**config.mk**
```make
export PLATFORM = sky130hd
export DESIGN_NAME = debug_unit
export DESIGN_NICKNAME = d
export VERILOG_FILES = /design/src/rtl/debug_unit.sv
export SDC_FILE = /design/constraint.sdc
export NUM_CORES = 1
export LEC_CHECK = 0
export CORE_ASPECT_RATIO = 1.4
export CORE_MARGIN = 5
export CORE_UTILIZATION = 39
export DETAILED_ROUTE_END_ITERATION = 7
export PLACE_DENSITY = 0.7
export SETUP_SLACK_MARGIN = 0.5
export SYNTH_ARGS = -nofsm -noshare
export SYNTH_HDL_FRONTEND = slang
export SYNTH_SLANG_ARGS = --single-unit
```
**constraint.sdc**
```tcl
create_clock -name clock -period 2.6 [get_ports clock]
set_input_delay 0.52 -clock clock [delete_from_list [all_inputs] [get_ports clock]]
set_output_delay 0.52 -clock clock [all_outputs]
set_load 0.03 [all_outputs]
```
**src/rtl/debug_unit.sv**
```systemverilog
// Host-side debug initiator: decodes UART commands, loads instruction memory, runs or steps the
// pipeline, then dumps PC, the register file and a data-memory window MSB-first over UART.
module debug_unit #(
  parameter int          NB_DATA        = 32,
  parameter int          NB_REG         = 5,
  parameter int          NB_ADDR        = 7,
  parameter int          N_REGISTER     = 32,
  parameter int          MEM_DUMP_WORDS = 32,
  parameter int          IMEM_DEPTH     = 256,
  parameter logic [31:0] HALT_WORD      = 32'hFFFF_FFFF
) (
  input  logic               clock,
  input  logic               reset,
  input  logic [7:0]         rx_data_i,
  input  logic               rx_done_i,
  output logic [7:0]         tx_data_o,
  output logic               tx_start_o,
  input  logic               tx_done_i,
  output logic [NB_DATA-1:0] data_inst_to_write,
  output logic               ready_instr_to_write,
  output logic [31:0]        o_dir_mem_write,
  output logic               en_pipeline,
  output logic               en_read_inst,
  output logic               select_debug_or_wireA,
  output logic [NB_REG-1:0]  addr_reg_debug,
  input  logic [NB_DATA-1:0] data_registers_debug,
  output logic               select_debug_or_alu_result,
  output logic [NB_ADDR-1:0] addr_mem_debug,
  input  logic [NB_DATA-1:0] data_mem_debug,
  input  logic [NB_DATA-1:0] data_pc_debug,
  input  logic               halt_signal_o_wb,
  output logic               halted_o
);
  localparam int N_WORDS = 1 + N_REGISTER + MEM_DUMP_WORDS;
  localparam int NB_WCNT = $clog2(N_WORDS + 1);

  typedef enum logic [3:0] {
    S_IDLE, S_LOAD, S_LOAD_WR, S_RUN_CONT, S_RUN_STEP,
    S_SETUP, S_SETTLE, S_LATCH, S_SEND, S_WAIT
  } state_t;

  state_t               state_q, state_d;
  logic [1:0]           bcnt_q, bcnt_d;
  logic [NB_DATA-1:0]   word_q, word_d;
  logic [31:0]          waddr_q, waddr_d;
  logic [NB_WCNT-1:0]   wcnt_q, wcnt_d;
  logic [NB_DATA-1:0]   dat_q, dat_d;
  logic                 halted_q, halted_d;
  logic                 rd_en_q;

  logic                 in_dump, is_reg, last_word;
  logic [NB_WCNT-1:0]   ridx, midx;

  // Word index 0 is the PC, then registers, then the memory window.
  assign ridx      = wcnt_q - NB_WCNT'(1);
  assign midx      = wcnt_q - NB_WCNT'(1 + N_REGISTER);
  assign is_reg    = (wcnt_q != '0) && (wcnt_q <= NB_WCNT'(N_REGISTER));
  assign last_word = (wcnt_q == NB_WCNT'(N_WORDS - 1));
  assign in_dump   = (state_q == S_SETUP) || (state_q == S_SETTLE) || (state_q == S_LATCH) ||
                     (state_q == S_SEND)  || (state_q == S_WAIT);

  assign select_debug_or_wireA      = in_dump;
  assign select_debug_or_alu_result = in_dump;
  assign addr_reg_debug     = in_dump ? NB_REG'(ridx) : '0;
  assign addr_mem_debug     = in_dump ? NB_ADDR'({midx, 2'b00}) : '0;
  assign tx_data_o          = (state_q == S_SEND || state_q == S_WAIT) ? dat_q[NB_DATA-1 -: 8] : 8'h00;
  assign data_inst_to_write = word_q;
  assign o_dir_mem_write    = waddr_q;
  assign en_read_inst       = rd_en_q;
  assign halted_o           = halted_q;

  always_ff @(posedge clock) begin
    if (reset) begin
      state_q  <= S_IDLE;
      bcnt_q   <= '0;
      word_q   <= '0;
      waddr_q  <= '0;
      wcnt_q   <= '0;
      dat_q    <= '0;
      halted_q <= 1'b0;
      rd_en_q  <= 1'b0;
    end else begin
      state_q  <= state_d;
      bcnt_q   <= bcnt_d;
      word_q   <= word_d;
      waddr_q  <= waddr_d;
      wcnt_q   <= wcnt_d;
      dat_q    <= dat_d;
      halted_q <= halted_d;
      rd_en_q  <= (state_d != S_LOAD) && (state_d != S_LOAD_WR);
    end
  end

  always_comb begin
    state_d              = state_q;
    bcnt_d               = bcnt_q;
    word_d               = word_q;
    waddr_d              = waddr_q;
    wcnt_d               = wcnt_q;
    dat_d                = dat_q;
    halted_d             = halted_q;
    tx_start_o           = 1'b0;
    ready_instr_to_write = 1'b0;
    en_pipeline          = 1'b0;
    case (state_q)
      S_IDLE: if (rx_done_i) begin
        case (rx_data_i)
          8'h4C: begin
            state_d  = S_LOAD;
            halted_d = 1'b0;
            waddr_d  = '0;
            bcnt_d   = '0;
          end
          8'h43: if (!halted_q) state_d = S_RUN_CONT;
          8'h53: if (!halted_q) state_d = S_RUN_STEP;
          default: ;
        endcase
      end
      S_LOAD: if (rx_done_i) begin
        word_d = {word_q[NB_DATA-9:0], rx_data_i};
        bcnt_d = bcnt_q + 2'd1;
        if (bcnt_q == 2'd3) state_d = S_LOAD_WR;
      end
      S_LOAD_WR: begin
        // Words past the end of instruction memory are consumed but never written.
        ready_instr_to_write = ((waddr_q >> 2) < 32'(IMEM_DEPTH));
        waddr_d = waddr_q + 32'd4;
        state_d = (word_q == HALT_WORD) ? S_IDLE : S_LOAD;
      end
      S_RUN_CONT: begin
        en_pipeline = 1'b1;
        if (halt_signal_o_wb) begin
          halted_d = 1'b1;
          state_d  = S_SETUP;
          wcnt_d   = '0;
          bcnt_d   = '0;
        end
      end
      S_RUN_STEP: begin
        en_pipeline = 1'b1;
        if (halt_signal_o_wb) halted_d = 1'b1;
        state_d = S_SETUP;
        wcnt_d  = '0;
        bcnt_d  = '0;
      end
      S_SETUP:  state_d = S_SETTLE;
      S_SETTLE: state_d = S_LATCH;
      S_LATCH: begin
        dat_d   = (wcnt_q == '0) ? data_pc_debug : (is_reg ? data_registers_debug : data_mem_debug);
        state_d = S_SEND;
      end
      S_SEND: begin
        tx_start_o = 1'b1;
        state_d    = S_WAIT;
      end
      S_WAIT: if (tx_done_i) begin
        if (bcnt_q == 2'd3) begin
          bcnt_d = '0;
          if (last_word) state_d = S_IDLE;
          else begin
            wcnt_d  = wcnt_q + NB_WCNT'(1);
            state_d = S_SETUP;
          end
        end else begin
          bcnt_d  = bcnt_q + 2'd1;
          dat_d   = {dat_q[NB_DATA-9:0], 8'h00};
          state_d = S_SEND;
        end
      end
      default: state_d = S_IDLE;
    endcase
  end
endmodule

```
==> results of run 1 <==
-- Yosys cell counts, drive strengths merged, types with 15 or more instances --
| library cell | n |
|---|---|
| a21oi | 85 |
| o32ai | 15 |
| dfxtp | 109 |
| mux2i | 49 |
| clkbuf | 39 |
| buf | 26 |
| nand2 | 91 |
| nand3 | 15 |
| nor2 | 41 |
| nor2b | 18 |
| nand4 | 23 |
-- kinds of logic (layout without fill, tap and decap cells) --
| kind of cell | count (synthesis) | in the layout | synth area share, % |
|---|---|---|---|
| compound gates | 190 | 190 | 20.7 |
| xor+xnor | 13 | 13 | 1.89 |
| fa+ha+maj | 4 | 4 | 0.832 |
| buf+inv | 79 | 300 | 6.20 |
| flops | 109 | 109 | 36.3 |
| mux | 62 | 62 | 10.6 |
| other cells | 1 | 4 | 0.0623 |
| simple gates | 272 | 272 | 23.5 |
-- stage by stage --
step | utilization (%) | setup TNS [ns] | std cells
finish | 62.5 | 0 | 1146
global route | 62.5 | 0 | 1146
CTS | 60.9 | 0 | 1136
detailed placement | 55.3 | -1.02 | 1097
global placement | 55.3 | -0.625 | 1097
floorplan | - | 0 | 733
-- how the worst max path moves through the flow --
stage | startpoint | end | slack (ns) | cells after the start
after floorplan | wcnt_q[0] | dat_q[10] | 0.33 | 9
after global placement | rx_data_i[7] | o_dir_mem_write[21] | -0.08 | 9
after detailed placement | rx_data_i[7] | o_dir_mem_write[21] | -0.12 | 9
after CTS | wcnt_q[0] | dat_q[31] | 0.31 | 9
after global routing | wcnt_q[0] | dat_q[31] | 0.24 | 10
final | wcnt_q[0] | dat_q[29] | 0.29 | 9
-- sequential cells by signal, indices dropped and copies added (netlist names) --
name and flops:
o_dir_mem_write 30, dat_q 32, en_read_inst 1, wcnt_q 7, bcnt_q 2, halted_o 1
data_inst_to_write 32, state_q 4
-- layer usage --
metal | up-vias | wire (um) | track usage, %
li1 | 3112 | - | -
met1 | 2952 | 7490 | 23.3
met2 | 197 | 10400 | 37.9
met3 | 25 | 1220 | 4.35
met4 | 0 | 518 | 6.88
met5 | - | 0 | 0
-- what timing repair did --
action / 4_1_cts / 5_1_grt
resized for setup: 92 / 53
endpoints found under the setup margin: 82 / 83
pin swaps: 24 / 27
cloned: 4 / 2
setup buffers: 19 / 8
-- worst max-delay path, cell delays in order, from the launching register on --
cell and delay (ns):
sky130_fd_sc_hd__dfxtp_4 0.36, sky130_fd_sc_hd__inv_4 0.06, sky130_fd_sc_hd__ha_4 0.12, sky130_fd_sc_hd__or4b_4 0.53
sky130_fd_sc_hd__a21oi_4 0.18, sky130_fd_sc_hd__buf_4 0.17, sky130_fd_sc_hd__clkbuf_16 0.16, sky130_fd_sc_hd__mux2_4 0.30
sky130_fd_sc_hd__mux2i_2 0.19, sky130_fd_sc_hd__o32ai_1 0.10
-- power groups by stage --
stage | combinational (W) | sequential (W) | clock [W]
5_1_grt | 0.000356 | 0.00166 | 0.00155
6_report | 0.000334 | 0.00166 | 0.00142
4_1_cts | 0.000323 | 0.00166 | 0.00146
3_3_place_gp | 0.000312 | 0.00171 | 0
3_5_place_dp | 0.000314 | 0.00171 | 0
2_1_floorplan | 0.000104 | 0.00171 | 0
-- final cells by class --
type / instances / area (um^2) / area share [%]
flip-flops and latches: 109 / 2230 / 23.6
multi-input cells: 545 / 3870 / 41.0
clock buffers: 9 / 225 / 2.38
clock inverters: 7 / 88.8 / 0.940
inverters: 14 / 62.6 / 0.662
well taps: 192 / 240 / 2.54
repair buffers: 270 / 2730 / 28.9
-- layout by cell type (no fill, tap or decap), types with 13 or more instances in the layout --
cell type / count
sky130_fd_sc_hd__clkdlybuf4s50_1: 159
sky130_fd_sc_hd__nand2_1: 90
sky130_fd_sc_hd__dfxtp_1: 90
sky130_fd_sc_hd__a21oi_1: 80
sky130_fd_sc_hd__buf_4: 52
sky130_fd_sc_hd__mux2i_1: 44
sky130_fd_sc_hd__nor2_1: 36
sky130_fd_sc_hd__buf_6: 34
sky130_fd_sc_hd__nand4_1: 23
sky130_fd_sc_hd__nor2b_1: 16
sky130_fd_sc_hd__nand3_1: 15
sky130_fd_sc_hd__o32ai_1: 15
sky130_fd_sc_hd__o21ai_0: 13
==> impl_summary.txt, run 1 <==
----------------------------------------------------
[Routing]
  Post-detailed-route via-to-cell ratio ... around 5.5
  Number of detailed-route iterations in the first pass ... 5
  Detailed router's first-iteration violation count ... roughly 410
  DRC Markers ... 0
  Total number of vias ... 6,286
  Wire length per cell ... 17.1 um
  Remaining antenna violation count after routing ... 0
  Routed wire length ... about 20,000 um

[Power and ir drop]
  PwrDens ... approximately 360 nW/um^2
  Power, Total ... about 0.0034 W
  Leakage ... between 3 and 4 nW
  Sequential share of power ... 48.6%
  Clock Power Share ... between 40% and 50%
  Maximum vdd drop ... ~0.00028 V
  Reported net switching power ... between 0.0008 and 0.0009 W
  Combinational power share ... 9.8%
  Switching share of total power ... 25.0%
  Cell-internal power ... about 0.0026 W

[STA]
  Final hold vios ... 0
  Setup violations, final ... 0
  Final setup slack of the worst path ... between 0.2 and 0.3 ns
  Setup repair after global routing missed its margin ... yes
  Max Slew Vio Count ... 0
  Worst clock skew on the final layout ... ~0.0073 ns
  Share of the clock period used by the worst path after layout ... 88.9%
  Final hold slack ... 0.406 ns
  Min Tclk post-route ... roughly 2.3 ns
  Peak clock frequency supported by timing ... about 0.43 GHz
  Worst slew pin tran ... around 0.78 ns
  Remaining max-slew budget at the tightest pin ... roughly 48%

[Logic synthesis]
  Number of instances in the synthesized netlist ... 730
  Average instance area after synthesis ... just over 8 um^2
  Combined area of all synthesized cells ... about 6000 um^2
  Share of Yosys cell area claimed by the top area cell type ... between 30% and 40%
  Primary FF master, synth ... sky130_fd_sc_hd__dfxtp_1
  Count of warnings emitted by yosys ... 0
  EDFF count, synth ... 0
  Seq/Total Area, Yosys ... 36.3%
  Post-synthesis cell type with the largest combined area ... sky130_fd_sc_hd__dfxtp_1
  Number of synthesized register bits ... between 100 and 150
  Ranking of synthesized cells by area ... sky130_fd_sc_hd__dfxtp_1 36%, sky130_fd_sc_hd__mux2i_1 8.1%, sky130_fd_sc_hd__a21oi_1 7.0%
  Distinct cell type count after synthesis ... slightly above 60
  Share of async-settable or async-resettable flops after synthesis ... 0%

[Finish]
  Diodes inserted ... 0
  Fill count ... about 1,300
  Net count, final ... ~1,100
  Fin area ... around 9500 um^2
  Fraction of final layout cells sized beyond drive strength 1 ... 23.1%
  Layout area overhead ... 57.0%

[Floorplanning]
  Die Ht ... about 160 um
  Initial Utilization ... 39.8%
  Die outline width ... around 110 um
  Top-level I/O count ... 200
  Placeable core region ... around 15,000 um^2
  Area of the die ... approximately 18,000 um^2
  Number of cell rows ... 53

[Clock network]
  Sinks on Clock Net ... roughly 110
  Cell at the root of the clock tree ... sky130_fd_sc_hd__clkbuf_16
  Bufs on Longest Clock Path ... 2
  Clock latency on the worst-skew pair ... 0.35 ns
  Clock transition time at the flip-flop clock pins of the worst setup and hold paths ... about 0.08 ns
  Number of H-tree levels ... 3
  Total clock buffers created by CTS ... 9
  CTS tree ... done
  Hold buffer count at cts ... 0

[Place]
  Routability cong. ... ~0.78
  Standard cell area after detailed placement ... around 8400 um^2
  Detailed placer's ending HPWL ... 13,600 um
  Worst slack, placed ... -0.122 ns
  Port Buffers ... 195

[Global route]
  Wire length of the first global-routing pass ... slightly above 30,000 um
  Maximum number of pins on one net before global-route repair ... 42
  Vias in the first global route ... 6,158
  Overflow left after global routing ... 0
  Global routing usage summed across all routing layers ... just over 20%
  Initial antenna violation count ... 0

[Hold path]
  Hold/Removal Path Class ... input port to flip-flop
  Worst min-delay path startpoint ... rx_data_i[5]
  Hold EP ... data_inst_to_write[5]
  Worst Hold Path Cells ... 3

[Critical path]
  Critical path endpoint category ... flip-flop
  Logic depth of the worst register-to-register path ... 9
  Data arrival time of the critical path ... 2.53 ns
  Reg-to-Reg End ... dat_q[29]
  Critical path launch point type ... flip-flop
  Critical Path RT ... about 2.8 ns
  CP Max Fanout ... 5
  Worst setup path class ... flip-flop to flip-flop
  Worst R2R Start ... wcnt_q[0]
  Setup slack of the most critical reg-to-reg path ... roughly 0.29 ns

[Flow run]
  Max-cap violations ... 0

[Status]
  Outcome ... complete, no violations

----------------------------------------------------
Note: power is estimated with default switching activity, not from simulation.
==> inputs of run 2 (changes only) <==
--- a/config.mk
+++ b/config.mk
@@ -9,6 +9,7 @@
 export CORE_MARGIN = 5
 export CORE_UTILIZATION = 39
 export DETAILED_ROUTE_END_ITERATION = 7
+export MAX_ROUTING_LAYER = met4
 export PLACE_DENSITY = 0.7
 export SETUP_SLACK_MARGIN = 0.5
 export SYNTH_ARGS = -nofsm -noshare
==> run 2 against run 1 <==
Core utilization rose by 0.42 points. Clock skew rose by 0.00079 ns. Critical path depth did not move. Flip-flop and latch count did not move. Worst setup slack got worse by 0.0077 ns. Largest cell class unchanged. Highest routed layer unchanged.
==> impl_summary.txt, run 2 (synthesis results as in run 1) <==
----------------------------------------------------
[Routing]
  Total number of vias ... around 6,300
  Remaining antenna violation count after routing ... 0
  Number of detailed-route iterations in the first pass ... 4
  Routed wire length ... about 20,000 um
  Post-detailed-route via-to-cell ratio ... around 5.5
  DRC Markers ... 0
  Detailed router's first-iteration violation count ... around 440
  Wire length per cell ... about 17 um

[Finish]
  Fill count ... 1,302
  Diodes inserted ... 0
  Final core utilization ... 62.9%
  Commonest non-fill, non-tap cell in the layout ... sky130_fd_sc_hd__clkdlybuf4s50_1
  Layout area overhead ... 58.1%
  Fin area ... 9520 um^2
  Fraction of final layout cells sized beyond drive strength 1 ... about a quarter
  Most used cells in the layout excluding fill and tap cells ... 159 x sky130_fd_sc_hd__clkdlybuf4s50_1, 90 x sky130_fd_sc_hd__nand2_1, 90 x sky130_fd_sc_hd__dfxtp_1
  Filler-free cell count of the finished design ... 1,148
  Net count, final ... around 1,100

[Floorplanning]
  Initial Utilization ... 39.8%
  Area of the die ... about 18,000 um^2
  Placeable core region ... approximately 15,000 um^2
  Die Ht ... ~160 um
  Number of cell rows ... between 50 and 60
  Top-level I/O count ... 200
  Die outline width ... between 100 and 150 um

[Clock network]
  Clock transition time at the flip-flop clock pins of the worst setup and hold paths ... around 0.090 ns
  Clock latency on the worst-skew pair ... about 0.35 ns
  CTS tree ... done
  Bufs on Longest Clock Path ... 2
  Total clock buffers created by CTS ... 9
  Cell at the root of the clock tree ... sky130_fd_sc_hd__clkbuf_16
  Hold buffer count at cts ... 0
  Sinks on Clock Net ... about 110
  Number of H-tree levels ... 3

[Critical path]
  Data arrival time of the critical path ... 2.54 ns
  Critical path launch point type ... flip-flop
  CP Max Fanout ... 5
  Critical Path RT ... between 2 and 3 ns
  Worst setup path class ... flip-flop to flip-flop
  Critical path endpoint category ... flip-flop

[Hold path]
  Hold/Removal Path Class ... input port to flip-flop

[STA]
  Peak clock frequency supported by timing ... about 0.43 GHz
  Remaining max-slew budget at the tightest pin ... 47.6%
  Setup violations, final ... 0
  Max Slew Vio Count ... 0
  Min Tclk post-route ... roughly 2.3 ns
  Share of the clock period used by the worst path after layout ... between 80% and 90%
  Worst slew pin tran ... between 0.7 and 0.8 ns
  Worst clock skew on the final layout ... a little over 0.008 ns
  Setup repair after global routing missed its margin ... yes
  Final hold vios ... 0
  Final setup slack of the worst path ... roughly 0.28 ns

[Status]
  Outcome ... complete, no violations

[Global route]
  Global routing usage summed across all routing layers ... 21.2%
  Wire length of the first global-routing pass ... slightly above 30,000 um
  Overflow left after global routing ... 0
  Maximum number of pins on one net before global-route repair ... 42
  Initial antenna violation count ... 0
  Vias in the first global route ... 6,170

[Power and ir drop]
  Leakage ... approximately 3.5 nW
  Power, Total ... between 0.003 and 0.004 W
  PwrDens ... 360 nW/um^2
  Maximum vdd drop ... ~0.00028 V

[Flow run]
  Max-cap violations ... 0

[Place]
  Port Buffers ... between 150 and 200
  Routability cong. ... approximately 0.8
  Detailed placer's ending HPWL ... 13,600 um
  Standard cell area after detailed placement ... 8360 um^2
  Worst slack, placed ... -0.122 ns
  Post-placement cell count ... roughly 1,100

----------------------------------------------------
[run 2: worst paths after layout]
check / startpoint / end / slack [ns] / cells after the start
worst max-delay path: wcnt_q[0] / dat_q[29] / 0.28 / 9
worst min-delay path: rx_data_i[5] / data_inst_to_write[5] / 0.40 / 3
worst max register to register: wcnt_q[0] / dat_q[29] / 0.28 / 9
worst min register to register: bcnt_q[1] / bcnt_q[1] / 0.46 / 2
[run 2: where the power goes]
part	internal [W]	switching, W	total, W
sequential	0.00166	0.00000382	0.00166
combinational	0.000208	0.000125	0.000333
clock	0.000700	0.000731	0.00143
total	0.00257	0.000860	0.00343
[run 2: per-stage QoR]
stage / hold slack (ns) / TNS, ns
after floorplan: 0.436 / 0
after global placement: 0.448 / -0.625
after detailed placement: 0.452 / -1.02
after CTS: 0.463 / 0
after global routing: 0.400 / 0
final: 0.401 / 0
[run 2: metal layers]
metal	global-route usage, %	part of all wire [%]	vias up
met5	-	0	-
met4	6.38	2.9	0
met3	3.38	5.4	28
met2	38.2	53	210
met1	23.8	39	2939
li1	-	-	3112
[run 2: area by class of cell]
class / instances / area [um^2] / area share [%]
Timing Repair Buffer: 272 / 2780 / 29.2
Tap cell: 192 / 240 / 2.52
Clock buffer: 9 / 225 / 2.37
Multi-Input combinational cell: 545 / 3880 / 40.8
Sequential cell: 109 / 2230 / 23.5
Clock inverter: 7 / 88.8 / 0.934
Inverter: 14 / 62.6 / 0.657
[run 2: repair_timing]
action,CTS,global route
setup buffers,19,9
gates resized for setup,92,58
gates cloned,4,3
pin swaps,24,42
setup endpoints to repair,82,83
[run 2: worst max-delay path, stage by stage, from the launching register on]
cell and delay (ns):
sky130_fd_sc_hd__dfxtp_4 0.36, sky130_fd_sc_hd__inv_4 0.06, sky130_fd_sc_hd__ha_4 0.12, sky130_fd_sc_hd__or4b_4 0.53
sky130_fd_sc_hd__a21oi_4 0.19, sky130_fd_sc_hd__buf_4 0.17, sky130_fd_sc_hd__clkbuf_16 0.16, sky130_fd_sc_hd__mux2_4 0.30
sky130_fd_sc_hd__mux2i_2 0.19, sky130_fd_sc_hd__o32ai_1 0.10
